===== config.mk =====
export PLATFORM = sky130hd
export DESIGN_NAME = div_unit
export DESIGN_NICKNAME = d
export VERILOG_FILES = /design/src/rtl/div_unit.sv
export SDC_FILE = /design/constraint.sdc
export NUM_CORES = 1
export LEC_CHECK = 0
export CELL_PAD_IN_SITES_DETAIL_PLACEMENT = 1
export CELL_PAD_IN_SITES_GLOBAL_PLACEMENT = 1
export CORE_AREA = 3 3 171 173
export DETAILED_ROUTE_END_ITERATION = 12
export DIE_AREA = 0 0 174 176
export GPL_ROUTABILITY_DRIVEN = 0
export HOLD_SLACK_MARGIN = 0.12
export PLACE_DENSITY_LB_ADDON = 0.1
export SLEW_MARGIN = 25
export SYNTH_ARGS = -nofsm -noshare
export SYNTH_HDL_FRONTEND = slang
export SYNTH_SLANG_ARGS = --single-unit
export TNS_END_PERCENT = 20

===== constraint.sdc =====
create_clock -name clk -period 10.9 [get_ports clk]
set_clock_uncertainty 0.05 [all_clocks]
set_input_delay 1.09 -clock clk [delete_from_list [all_inputs] [get_ports clk]]
set_output_delay 1.09 -clock clk [all_outputs]
set_load 0.01 [all_outputs]

===== src/rtl/div_unit.sv =====
// div_unit: iterative radix-2 restoring divider for DIV/DIVU/REM/REMU.
// Define DIV_RESULT_CACHE_EN to add a one-entry last-result cache.
module div_unit (
    input  logic        clk,
    input  logic        reset_n,
    input  logic        div_start,
    input  logic [1:0]  div_op,
    input  logic [31:0] rs1_val,
    input  logic [31:0] rs2_val,
    input  logic        div_flush,
    output logic [31:0] div_result,
    output logic        div_valid,
    output logic        divide_stall
);

    typedef enum logic [1:0] {
        IDLE,
        CALC,
        DONE
    } state_t;

    state_t      state;
    logic [5:0]  cnt;
    logic [32:0] rem;
    logic [31:0] quo;
    logic [31:0] dvs;
    logic [31:0] prev_result;
    logic        is_rem;
    logic        neg_q;
    logic        neg_r;

`ifdef DIV_RESULT_CACHE_EN
    logic [31:0] a_lat;
    logic [31:0] b_lat;
    logic        sgn_lat;
    logic [31:0] q_res;
    logic [31:0] r_res;
    logic [31:0] c_a;
    logic [31:0] c_b;
    logic        c_sgn;
    logic [31:0] c_q;
    logic [31:0] c_r;
    logic        c_valid;
    logic        hit;
`endif

    logic        sgn;
    logic        a_neg;
    logic        b_neg;
    logic [31:0] a_mag;
    logic [31:0] b_mag;
    logic        div_zero;
    logic        ovf;
    logic        special;
    logic [31:0] sp_q;
    logic [31:0] sp_r;
    logic        start;

    logic [32:0] rem_sh;
    logic [32:0] diff;
    logic [32:0] rem_nx;
    logic [31:0] quo_nx;
    logic [31:0] fin_q;
    logic [31:0] fin_r;
    logic        unused_rem_msb;

    assign sgn      = ~div_op[0];
    assign a_neg    = sgn & rs1_val[31];
    assign b_neg    = sgn & rs2_val[31];
    assign a_mag    = a_neg ? -rs1_val : rs1_val;
    assign b_mag    = b_neg ? -rs2_val : rs2_val;
    assign div_zero = (rs2_val == 32'd0);
    assign ovf      = sgn & (rs1_val == 32'h8000_0000)
                    & (rs2_val == 32'hFFFF_FFFF);
    assign special  = div_zero | ovf;
    assign sp_q     = div_zero ? 32'hFFFF_FFFF : 32'h8000_0000;
    assign sp_r     = div_zero ? rs1_val : 32'd0;
    assign start    = div_start & ~div_flush;

`ifdef DIV_RESULT_CACHE_EN
    assign hit = c_valid & (c_a == rs1_val)
               & (c_b == rs2_val) & (c_sgn == sgn);
`endif

    // The remainder never exceeds the divisor, so its MSB stays clear.
    assign unused_rem_msb = rem[32];
    assign rem_sh = {rem[31:0], quo[31]};
    assign diff   = rem_sh - {1'b0, dvs};
    assign rem_nx = diff[32] ? rem_sh : diff;
    assign quo_nx = {quo[30:0], ~diff[32]};
    assign fin_q  = neg_q ? -quo_nx : quo_nx;
    assign fin_r  = neg_r ? -rem_nx[31:0] : rem_nx[31:0];

    assign div_valid    = reset_n & (state == DONE) & ~div_flush;
    assign divide_stall = reset_n & (((state == IDLE) & start)
                        | (state == CALC));

    always_ff @(posedge clk) begin
        if (!reset_n) begin
            state       <= IDLE;
            cnt         <= 6'd0;
            rem         <= 33'd0;
            quo         <= 32'd0;
            dvs         <= 32'd0;
            prev_result <= 32'd0;
            div_result  <= 32'd0;
            is_rem      <= 1'b0;
            neg_q       <= 1'b0;
            neg_r       <= 1'b0;
`ifdef DIV_RESULT_CACHE_EN
            a_lat   <= 32'd0;
            b_lat   <= 32'd0;
            sgn_lat <= 1'b0;
            q_res   <= 32'd0;
            r_res   <= 32'd0;
            c_a     <= 32'd0;
            c_b     <= 32'd0;
            c_sgn   <= 1'b0;
            c_q     <= 32'd0;
            c_r     <= 32'd0;
            c_valid <= 1'b0;
`endif
        end else begin
            unique case (state)
                IDLE: begin
                    if (start) begin
                        is_rem <= div_op[1];
                        neg_q  <= a_neg ^ b_neg;
                        neg_r  <= a_neg;
                        quo    <= a_mag;
                        dvs    <= b_mag;
                        rem    <= 33'd0;
`ifdef DIV_RESULT_CACHE_EN
                        a_lat   <= rs1_val;
                        b_lat   <= rs2_val;
                        sgn_lat <= sgn;
`endif
                        if (special) begin
                            prev_result <= div_result;
                            div_result  <= div_op[1] ? sp_r : sp_q;
                            state       <= DONE;
`ifdef DIV_RESULT_CACHE_EN
                            q_res <= sp_q;
                            r_res <= sp_r;
                        end else if (hit) begin
                            prev_result <= div_result;
                            div_result  <= div_op[1] ? c_r : c_q;
                            q_res       <= c_q;
                            r_res       <= c_r;
                            state       <= DONE;
`endif
                        end else begin
                            cnt   <= 6'd32;
                            state <= CALC;
                        end
                    end
                end
                CALC: begin
                    if (div_flush) begin
                        cnt   <= 6'd0;
                        state <= IDLE;
                    end else begin
                        rem <= rem_nx;
                        quo <= quo_nx;
                        cnt <= cnt - 6'd1;
                        if (cnt == 6'd1) begin
                            prev_result <= div_result;
                            div_result  <= is_rem ? fin_r : fin_q;
                            state       <= DONE;
`ifdef DIV_RESULT_CACHE_EN
                            q_res <= fin_q;
                            r_res <= fin_r;
`endif
                        end
                    end
                end
                DONE: begin
                    state <= IDLE;
                    // A killed completion must not leave its result behind.
                    if (div_flush) begin
                        div_result <= prev_result;
                    end
`ifdef DIV_RESULT_CACHE_EN
                    else begin
                        c_a     <= a_lat;
                        c_b     <= b_lat;
                        c_sgn   <= sgn_lat;
                        c_q     <= q_res;
                        c_r     <= r_res;
                        c_valid <= 1'b1;
                    end
`endif
                end
                default: state <= IDLE;
            endcase
        end
    end

endmodule


==> results of run 1 <==
-- worst reg2reg max path: cells and delay by family, from the launching register on --
family,cells,cell delay [ns]
buffers and inverters,2,0.59
adder cells (fa/ha/maj),3,0.96
AND/OR/NAND/NOR,6,1.98
XOR/XNOR,2,0.24
flip-flops,1,0.33
AO/OA/AOI/OAI,9,2.04
-- layout make-up --
cell class,instances,share of cell area (%)
Antenna cell,1,0.01648
Clock buffer,18,2.892
Clock inverter,14,1.302
Inverter,70,1.730
Multi-Input combinational cell,1464,60.91
Sequential cell,171,22.54
Tap cell,378,3.114
Timing Repair Buffer,118,7.497
-- path summary, 6_finish.rpt --
path / from / endpoint / slack (ns)
worst max register to register: quo[31]$_SDFFE_PN0P_ / div_result[26]$_SDFFE_PN0P_ / 4.63
worst min-delay path: dvs[31]$_SDFFE_PN0P_ / dvs[31]$_SDFFE_PN0P_ / 0.42
worst min register to register: dvs[31]$_SDFFE_PN0P_ / dvs[31]$_SDFFE_PN0P_ / 0.42
worst max-delay path: quo[31]$_SDFFE_PN0P_ / div_result[26]$_SDFFE_PN0P_ / 4.63
-- registers in the layout, indices dropped and copies added (netlist names) --
signal and cells:
quo 32, dvs 32, neg_r 1, state 2
div_result 32, prev_result 32, rem 32, neg_q 1
cnt 6, is_rem 1
-- cells in the mapped netlist, types with 19 or more instances --
library cell / instances
inv_1: 68
or3_1: 30
a21oi_1: 131
xor2_1: 74
nand3_1: 28
mux2i_1: 65
o21ai_0: 137
o31ai_1: 30
nor2_1: 220
nand2_1: 202
xnor2_1: 39
o41ai_1: 21
and2_1: 52
o211ai_1: 29
a211oi_1: 39
a22oi_1: 21
ha_1: 42
nor3_1: 28
clkbuf_1: 79
dfxtp_1: 171
a21o_1: 19
-- logic make-up (layout without fill, tap and decap cells) --
kind of cell | Yosys count | count (layout) | synth area share, %
muxes | 80 | 80 | 6.132
and+or+nand+nor | 694 | 694 | 25.01
adders and majority gates | 43 | 43 | 4.082
other | 0 | 1 | 0
buffers and inverters | 180 | 220 | 5.374
xor gates and xnor gates | 114 | 114 | 7.612
DFF | 171 | 171 | 25.62
AOI/OAI and AO/OA | 533 | 533 | 26.18
-- power by group --
| group | total (uW) | leakage (uW) | switching [uW] | internal (uW) |
|---|---|---|---|---|
| Combinational | 601 | 0.00415 | 395 | 205 |
| Clock | 687 | 0.000310 | 310 | 377 |
| Sequential | 676 | 0.00139 | 27.0 | 649 |
-- metrics by stage --
step	utilization (%)	hold slack, ns	power, uW	instance area, um^2	setup WS [ns]
floorplan	-	0.3900	1074	13360	5.554
global placement	52.33	0.4024	1253	14540	5.119
detailed placement	52.33	0.4170	1270	14540	4.913
CTS	54.63	0.4270	1953	15180	4.733
global route	54.66	0.4479	2050	15180	4.349
finish	54.67	0.4214	1964	15190	4.631
-- layer usage --
metal  GRT usage [%]  wire [um]  vias up
li1                -          -     6597
met5               0         14        -
met3           7.677       4145       87
met2           54.13      23820      529
met4           9.383       1260        2
met1           45.58      22970     7079
==> summary.md, run 1 <==
| Metric | Value |
|---|---|
| Worst hold path type | `reg2reg` |
| Max VDD drop | `104.0 uV` |
| Max Slew Vio Count | `0` |
| Ys async rst share | `0%` |
| Fillers | `3513` |
| Post-synth top area share | `between 20 and 30%` |
| Final Non-Filler Cells | `2234` |
| CTS HTree Levels | `4` |
| Layout Nets | `1955` |
| CP max-delay cell | `inv_2` |
| Worst setup EP type | `flip-flop` |
| Placed Cells | `2201` |
| HPWL after DPL | `39.27 mm` |
| Vias | `14294` |
| Post CTS Setup Buffer Count | `0` |
| Vias per std cell | `6.398` |
| Die height | `176 um` |
| Grt ovf | `0` |
| Netlist cell types | `93` |
| Row Count | `61` |
| Cts hold-fix bufs | `0` |
| Longest Clk Path Bufs | `2` |
| Area of the multi-input gates | `9250 um^2` |
| Total power divided by cell area | `129.3 nW/um^2` |
| Die Wd | `174 um` |
| WL/cell | `about 23 um` |
| Root buffer cell | `clkbuf_16` |
| Core area | `27780 um^2` |
| Startpoint types | `flip-flop` |
| Critical path buffer and inverter count | `2` |
| Synth Warn # | `0` |
| Top_reg_cell synth | `dfxtp_1` |
| Max capacitance violation total | `0` |
| Largest net degree at the start of global routing | `97` |
| Clock Sinks | `171` |
| ANT nets after route | `0` |
| # resized after CTS | `0` |
| Commonest non-fill, non-tap cell in the layout | `nor2_1` |
| Layout cell share with drive strength beyond 1 | `approximately 5.5%` |
| Status | `finished clean` |
| Slew headroom | `33.69%` |
| Total global-route track usage | `around 34%` |
| I/O Pins | `approximately 100` |
| Reg area | `3423 um^2` |
| CP arrival | `6.56 ns` |
| Initial DRT Pass Iterations | `5` |
| Req. time, crit path | `between 10 and 15 ns` |
| Final setup violating endpoints | `0` |
| CP cell instances | `inv_1 > ha_1 > fa_1 > nand2b_1 > a21oi_1 > o21a_1 > a21o_1 > a31o_2 > xor2_4 > inv_2 > ha_1 > or3b_2 > or4_1 > nand2b_1 > or2_2 > o41ai_2 > xor2_1 > nand2_1 > o41ai_1 > a21oi_1 > o211ai_1 > o31ai_1` |
| Setup TNS | `0 ns` |
| Post-synth EDFFs | `0` |
| Most frequent cells in the layout | `219 x nor2_1, 201 x nand2_1, 171 x dfxtp_1, 137 x o21ai_0, 131 x a21oi_1` |
| WS Path Type | `reg2reg` |
| Worst hold path depth | `2` |
| Mapped Avg Cell Area | `7.363 um^2` |
| Sequential area share after synthesis | `25.62%` |
| Leading area contributor after synthesis | `dfxtp_1` |
| Post-Route WL | `between 50 and 60 mm` |
| Antenna violations before repair | `1` |
| Starting Density | `48.10%` |
| Reg clk slew, reported paths | `approximately 0.070 ns` |
| Buffers on Ports | `about 100` |
| Number of synthesized register bits | `171` |
| Area Overhead vs Synth | `13.64%` |
| CTS tree | `built` |
| Syn nets | `1928` |
| Number of global-route vias before repair | `14420` |
| Reg2reg path depth | `22` |
| Crit share post-route | `57.51%` |
| Crit-path max cell delay | `0.51 ns` |
| Number of remaining DRC errors | `0` |
| Largest delay share family, worst path | `compound AO/OA/AOI/OAI gates` |
| Max Clock Freq | `between 150 and 200 MHz` |
| CTS Buf Count | `17` |
| First-pass GRT wire length | `82.46 mm` |
| Largest driver fanout on the critical path | `34` |
| Syn Std Cell Area | `13360 um^2` |
| Die ar. | `30620 um^2` |
| Cell count along the critical path | `22` |
| Period minus WS final | `6.269 ns` |
| Final Hold Vio Count | `0` |
| Pleak | `0.005843 uW` |
| Area contributors post-synth | `dfxtp_1 26%, nor2_1 6.2%, nand2_1 5.7%` |
| Initial DRC count | `1418` |
| RSZ-0062 raised after global routing | `false` |
| Clock Latency Late Sink | `0.46 ns` |
| Cells after Synth | `between 1500 and 2000` |
| Worst slew pin tran | `just under 1 ns` |
Note: power is estimated with default switching activity, not from simulation.
==> run 2: changes to the inputs <==
--- a/config.mk
+++ b/config.mk
@@ -7,9 +7,9 @@
 export LEC_CHECK = 0
 export CELL_PAD_IN_SITES_DETAIL_PLACEMENT = 1
 export CELL_PAD_IN_SITES_GLOBAL_PLACEMENT = 1
-export CORE_AREA = 3 3 171 173
+export CORE_AREA = 3 3 187 189
 export DETAILED_ROUTE_END_ITERATION = 12
-export DIE_AREA = 0 0 174 176
+export DIE_AREA = 0 0 190 192
 export GPL_ROUTABILITY_DRIVEN = 0
 export HOLD_SLACK_MARGIN = 0.12
 export PLACE_DENSITY_LB_ADDON = 0.1
==> constraint.sdc (replaced) <==
create_clock -name clk -period 5.2 [get_ports clk]
set_clock_uncertainty 0.05 [all_clocks]
set_input_delay 0.52 -clock clk [delete_from_list [all_inputs] [get_ports clk]]
set_output_delay 0.52 -clock clk [all_outputs]
set_load 0.01 [all_outputs]
==> summary.md, run 2 (synthesis results as in run 1) <==
| Metric | Value |
|---|---|
| Status | `finished clean` |
| CP max-delay cell | `or3b_2` |
| Total global-route track usage | `29.65%` |
| Die Wd | `190 um` |
| Grt ovf | `0` |
| Post-Route WL | `54.44 mm` |
| Req. time, crit path | `5.53 ns` |
| Die ar. | `36480 um^2` |
| Most frequent cells in the layout | `218 x nor2_1, 201 x nand2_1, 171 x dfxtp_1, 137 x o21ai_0, 129 x a21oi_1` |
| Buffers on Ports | `103` |
| Number of remaining DRC errors | `0` |
| HPWL after DPL | `41.59 mm` |
| Cts hold-fix bufs | `0` |
| Placed Cells | `2306` |
| Worst hold path type | `reg2reg` |
| Antenna violations before repair | `1` |
| Max Clock Freq | `203.9 MHz` |
| CTS tree | `built` |
| Final Non-Filler Cells | `2338` |
| Initial DRT Pass Iterations | `5` |
| Worst slew pin tran | `1.087 ns` |
| Clock Latency Late Sink | `roughly 0.46 ns` |
| Area Overhead vs Synth | `16.18%` |
| CTS HTree Levels | `4` |
| Reg2Reg Setup Slack | `0.30 ns` |
| Root buffer cell | `clkbuf_16` |
| Number of global-route vias before repair | `13933` |
| CP cell instances | `ha_1 > a21oi_1 > o21a_1 > o221a_2 > o21ai_0 > a31o_4 > xor2_4 > inv_2 > ha_1 > or3b_2 > or4_1 > nand2b_4 > or2_4 > o41ai_2 > xor2_1 > nand2_1 > o41ai_1 > a21oi_1 > o211ai_1 > o31ai_1` |
| Vias per std cell | `6.052` |
| ANT nets after route | `0` |
| Core area | `33450 um^2` |
| Pleak | `0.006001 uW` |
| Vias | `between 10000 and 15000` |
| RSZ-0062 raised after global routing | `false` |
| Layout cell share with drive strength beyond 1 | `7.354%` |
| Crit-path max cell delay | `0.47 ns` |
| WL/cell | `23.28 um` |
| Worst setup EP type | `flip-flop` |
| Starting Density | `between 30% and 40%` |
| Slew headroom | `a little over a quarter` |
| I/O Pins | `approximately 100` |
| CTS Buf Count | `17` |
| Max capacitance violation total | `0` |
| Startpoint types | `flip-flop` |
| Largest delay share family, worst path | `compound AO/OA/AOI/OAI gates` |
| Commonest non-fill, non-tap cell in the layout | `nor2_1` |
| Crit share post-route | `94.31%` |
| Clock Sinks | `171` |
| # diodes | `0` |
| Longest Clk Path Bufs | `2` |
| Critical path buffer and inverter count | `1` |
| Total power divided by cell area | `~260 nW/um^2` |
| Final Hold Vio Count | `0` |
| Initial DRC count | `950` |
| Reg clk slew, reported paths | `about 0.080 ns` |
| WS Path Type | `reg2reg` |
| Die height | `192 um` |
| Tot Pwr | `4108 uW` |
| Setup TNS | `0 ns` |
| Largest net degree at the start of global routing | `65` |
| Row Count | `67` |
| CP arrival | `5.24 ns` |
| First-pass GRT wire length | `83.66 mm` |
| Max VDD drop | `between 200 and 300 uV` |
| Final setup violating endpoints | `0` |
| Period minus WS final | `4.904 ns` |
| Layout Nets | `1990` |
| Largest driver fanout on the critical path | `6` |
| Max Slew Vio Count | `0` |
[run 2: cell count changes in the layout (fill, tap and decap cells not counted), moves of 2 or more]
cell | previous run | this run
clkinv_4 | 1 | 4
buf_4 | 15 | 50
a21oi_2 | 2 | 4
a21oi_1 | 131 | 129
[run 2: path summary, 6_finish.rpt]
check | endpoint | depth (start not counted) | from
setup reg to reg | div_result[26]$_SDFFE_PN0P_ | 20 | rem[16]$_SDFFE_PN0P_
hold / removal | dvs[0]$_SDFFE_PN0P_ | 2 | dvs[0]$_SDFFE_PN0P_
hold reg to reg | dvs[0]$_SDFFE_PN0P_ | 2 | dvs[0]$_SDFFE_PN0P_
setup / recovery | div_result[26]$_SDFFE_PN0P_ | 20 | rem[16]$_SDFFE_PN0P_
[run 2: tightest hold or removal path: stages (launching register included)]
cell	delay (ns)
dfxtp_1	0.32
nand2_1	0.05
a21oi_1	0.05
[run 2: routing by layer]
layer  global-route usage (%)  routed length (um)  vias up
met5                        0                   0        -
met4                    8.018                1227        0
met1                    40.58               25050     7015
met2                    46.42               24120      413
met3                    7.465                4042       59
li1                         -                   -     6662
[run 2: what timing repair did]
action,4_1_cts,5_1_grt
endpoints found under the setup margin,0,3
buffers inserted,0,0
hold endpoints to repair,0,0
resized for setup,0,4
[run 2: layout make-up]
cell class / count / area (um^2)
fill: 4154 / 17920
multi-input combinational: 1464 / 9273
sequential: 171 / 3423
timing repair buffer: 153 / 1401
tap: 448 / 560.5
clock buffer: 17 / 425.4
inverter: 70 / 262.8
clock inverter: 15 / 180.2
[run 2: per-stage QoR]
step / cell area [um^2] / setup slack (ns) / hold WS [ns] / util (%)
2_1_floorplan: 13370 / 0.0004823 / 0.3900 / -
3_3_place_gp: 14890 / 0.2673 / 0.4030 / 44.53
3_5_place_dp: 14890 / 0.1680 / 0.4064 / 44.53
4_1_cts: 15500 / 0.1188 / 0.4170 / 46.34
5_1_grt: 15530 / 0.01474 / 0.4497 / 46.42
6_report: 15530 / 0.2961 / 0.4175 / 46.42
[run 2: where the power goes]
group          internal, uW  switching, uW  total, uW
combinational           459            844       1300
clock                   729            660       1390
sequential             1360           54.5       1410
total                  2550           1560       4110
==> run 3: changes to the inputs <==
--- a/config.mk
+++ b/config.mk
@@ -13,6 +13,7 @@
 export GPL_ROUTABILITY_DRIVEN = 0
 export HOLD_SLACK_MARGIN = 0.12
 export PLACE_DENSITY_LB_ADDON = 0.1
+export REMOVE_ABC_BUFFERS = 1
 export SLEW_MARGIN = 25
 export SYNTH_ARGS = -nofsm -noshare
 export SYNTH_HDL_FRONTEND = slang
==> summary.md, run 3 (synthesis results as in run 1) <==
| Metric | Value |
|---|---|
| Status | `finished clean` |
| WL/cell | `~22 um` |
| ANT nets after route | `0` |
| Buffers on Ports | `between 100 and 150` |
| # diodes | `0` |
| Final setup violating endpoints | `0` |
| Area Overhead vs Synth | `15.86%` |
| Grt ovf | `0` |
| Worst hold path type | `reg2reg` |
| Total global-route track usage | `between 20% and 30%` |
| Max capacitance violation total | `0` |
| Layout cell share with drive strength beyond 1 | `7.268%` |
| Root buffer cell | `clkbuf_16` |
| Req. time, crit path | `5.53 ns` |
| Clock Latency Late Sink | `0.46 ns` |
| Final Core Density | `around 46%` |
| Post-Route WL | `around 50 mm` |
| Slew headroom | `37.24%` |
| Longest Clk Path Bufs | `2` |
| Number of remaining DRC errors | `0` |
| Worst setup EP type | `flip-flop` |
| Number of global-route vias before repair | `14059` |
| Die Wd | `190 um` |
| CTS tree | `built` |
| WS Path Type | `reg2reg` |
| Worst slew pin tran | `0.9413 ns` |
| CTS Buf Count | `17` |
| Largest driver fanout on the critical path | `6` |
| Pre-CTS setup slack | `between 0.05 and 0.06 ns` |
| CTS HTree Levels | `4` |
| Reg clk slew, reported paths | `roughly 0.080 ns` |
| Reg2reg path depth | `22` |
| HPWL after DPL | `~38 mm` |
| Die height | `192 um` |
| Commonest non-fill, non-tap cell in the layout | `nor2_1` |
| CP arrival | `5.28 ns` |
| Final Hold Vio Count | `0` |
| Antenna violations before repair | `0` |
| Vias | `13791` |
| Max Slew Vio Count | `0` |
| Startpoint types | `flip-flop` |
| Placed Cells | `2301` |
| Pleak | `0.005984 uW` |
| Initial DRC count | `approximately 850` |
| Clock Sinks | `~170` |
| Core area | `33450 um^2` |
| Post CTS Setup Buffer Count | `0` |
| Initial DRT Pass Iterations | `5` |
| Die ar. | `36480 um^2` |
| Cts hold-fix bufs | `0` |
| First-pass GRT wire length | `79.74 mm` |
| I/O Pins | `roughly 100` |
| Max Clock Freq | `201.8 MHz` |
| Starting Density | `between 30% and 40%` |
| Final WS setup | `approximately 0.24 ns` |
| Period minus WS final | `4.955 ns` |
| Largest net degree at the start of global routing | `71` |
| Vias per std cell | `5.911` |
| Crit share post-route | `95.29%` |
| Final Non-Filler Cells | `roughly 2300` |
| Layout Nets | `roughly 2000` |
| Worst hold path depth | `2` |
| Most frequent cells in the layout | `219 x nor2_1, 201 x nand2_1, 171 x dfxtp_1, 136 x o21ai_0, 129 x a21oi_1` |
| Setup TNS | `0 ns` |
| Total power divided by cell area | `260.2 nW/um^2` |
| Max VDD drop | `~260 uV` |
| Row Count | `67` |
run 3: final timing paths:
path	end	slack (ns)	startpoint
max	div_result[26]$_SDFFE_PN0P_	0.24	quo[31]$_SDFFE_PN0P_
min	dvs[0]$_SDFFE_PN0P_	0.42	dvs[0]$_SDFFE_PN0P_
max reg2reg	div_result[26]$_SDFFE_PN0P_	0.24	quo[31]$_SDFFE_PN0P_
min reg2reg	dvs[0]$_SDFFE_PN0P_	0.42	dvs[0]$_SDFFE_PN0P_
run 3: layout make-up:
class | count | area (um^2)
clock buffer | 19 | 452.9
clock inverter | 13 | 141.4
fill | 4145 | 17960
timing repair buffer | 148 | 1364
inverter | 70 | 262.8
sequential | 171 | 3423
tap | 448 | 560.5
multi-input combinational | 1464 | 9279
run 3: per-stage QoR:
step,total power (uW),cell area (um^2),hold slack (ns)
floorplan,2217,12910,0.3900
global placement,2646,14850,0.4032
detailed placement,2678,14850,0.4112
CTS,4030,15450,0.4218
global route,4231,15480,0.4472
finish,4028,15480,0.4156
run 3: power by group:
part           leakage [uW]  switching [uW]  internal, uW  total, uW
Clock              0.000297             610           737       1350
Combinational       0.00430             812           459       1270
Sequential          0.00139            49.9          1360       1410
Total               0.00598            1470          2560       4030
run 3: what timing repair did:
item | 4_1_cts | 5_1_grt
resized for setup | 0 | 9
hold endpoints to repair | 0 | 0
setup endpoints to repair | 0 | 6
run 3: critical path: stages, from the launching register on:
cell      delay (ns)
dfxtp_1         0.33
inv_1           0.08
ha_1            0.23
fa_1            0.41
nand2b_1        0.20
a21oi_2         0.15
o21a_1          0.19
a21o_1          0.20
a31o_4          0.20
xor2_4          0.07
inv_2           0.07
ha_1            0.15
or3b_2          0.50
or4_4           0.44
nand2b_2        0.23
or2_4           0.31
o41ai_2         0.31
xor2_1          0.10
nand2_1         0.08
o41ai_1         0.08
a21oi_1         0.16
o211ai_1        0.12
o31ai_1         0.21
run 3: per-layer routing:
layer | GRT usage [%] | routed length, um | up-vias
li1 | - | - | 6645
met1 | 36.73 | 23430 | 6773
met2 | 46.46 | 23810 | 315
met3 | 4.161 | 1975 | 58
met4 | 6.824 | 1000 | 0
met5 | 0 | 0 | -
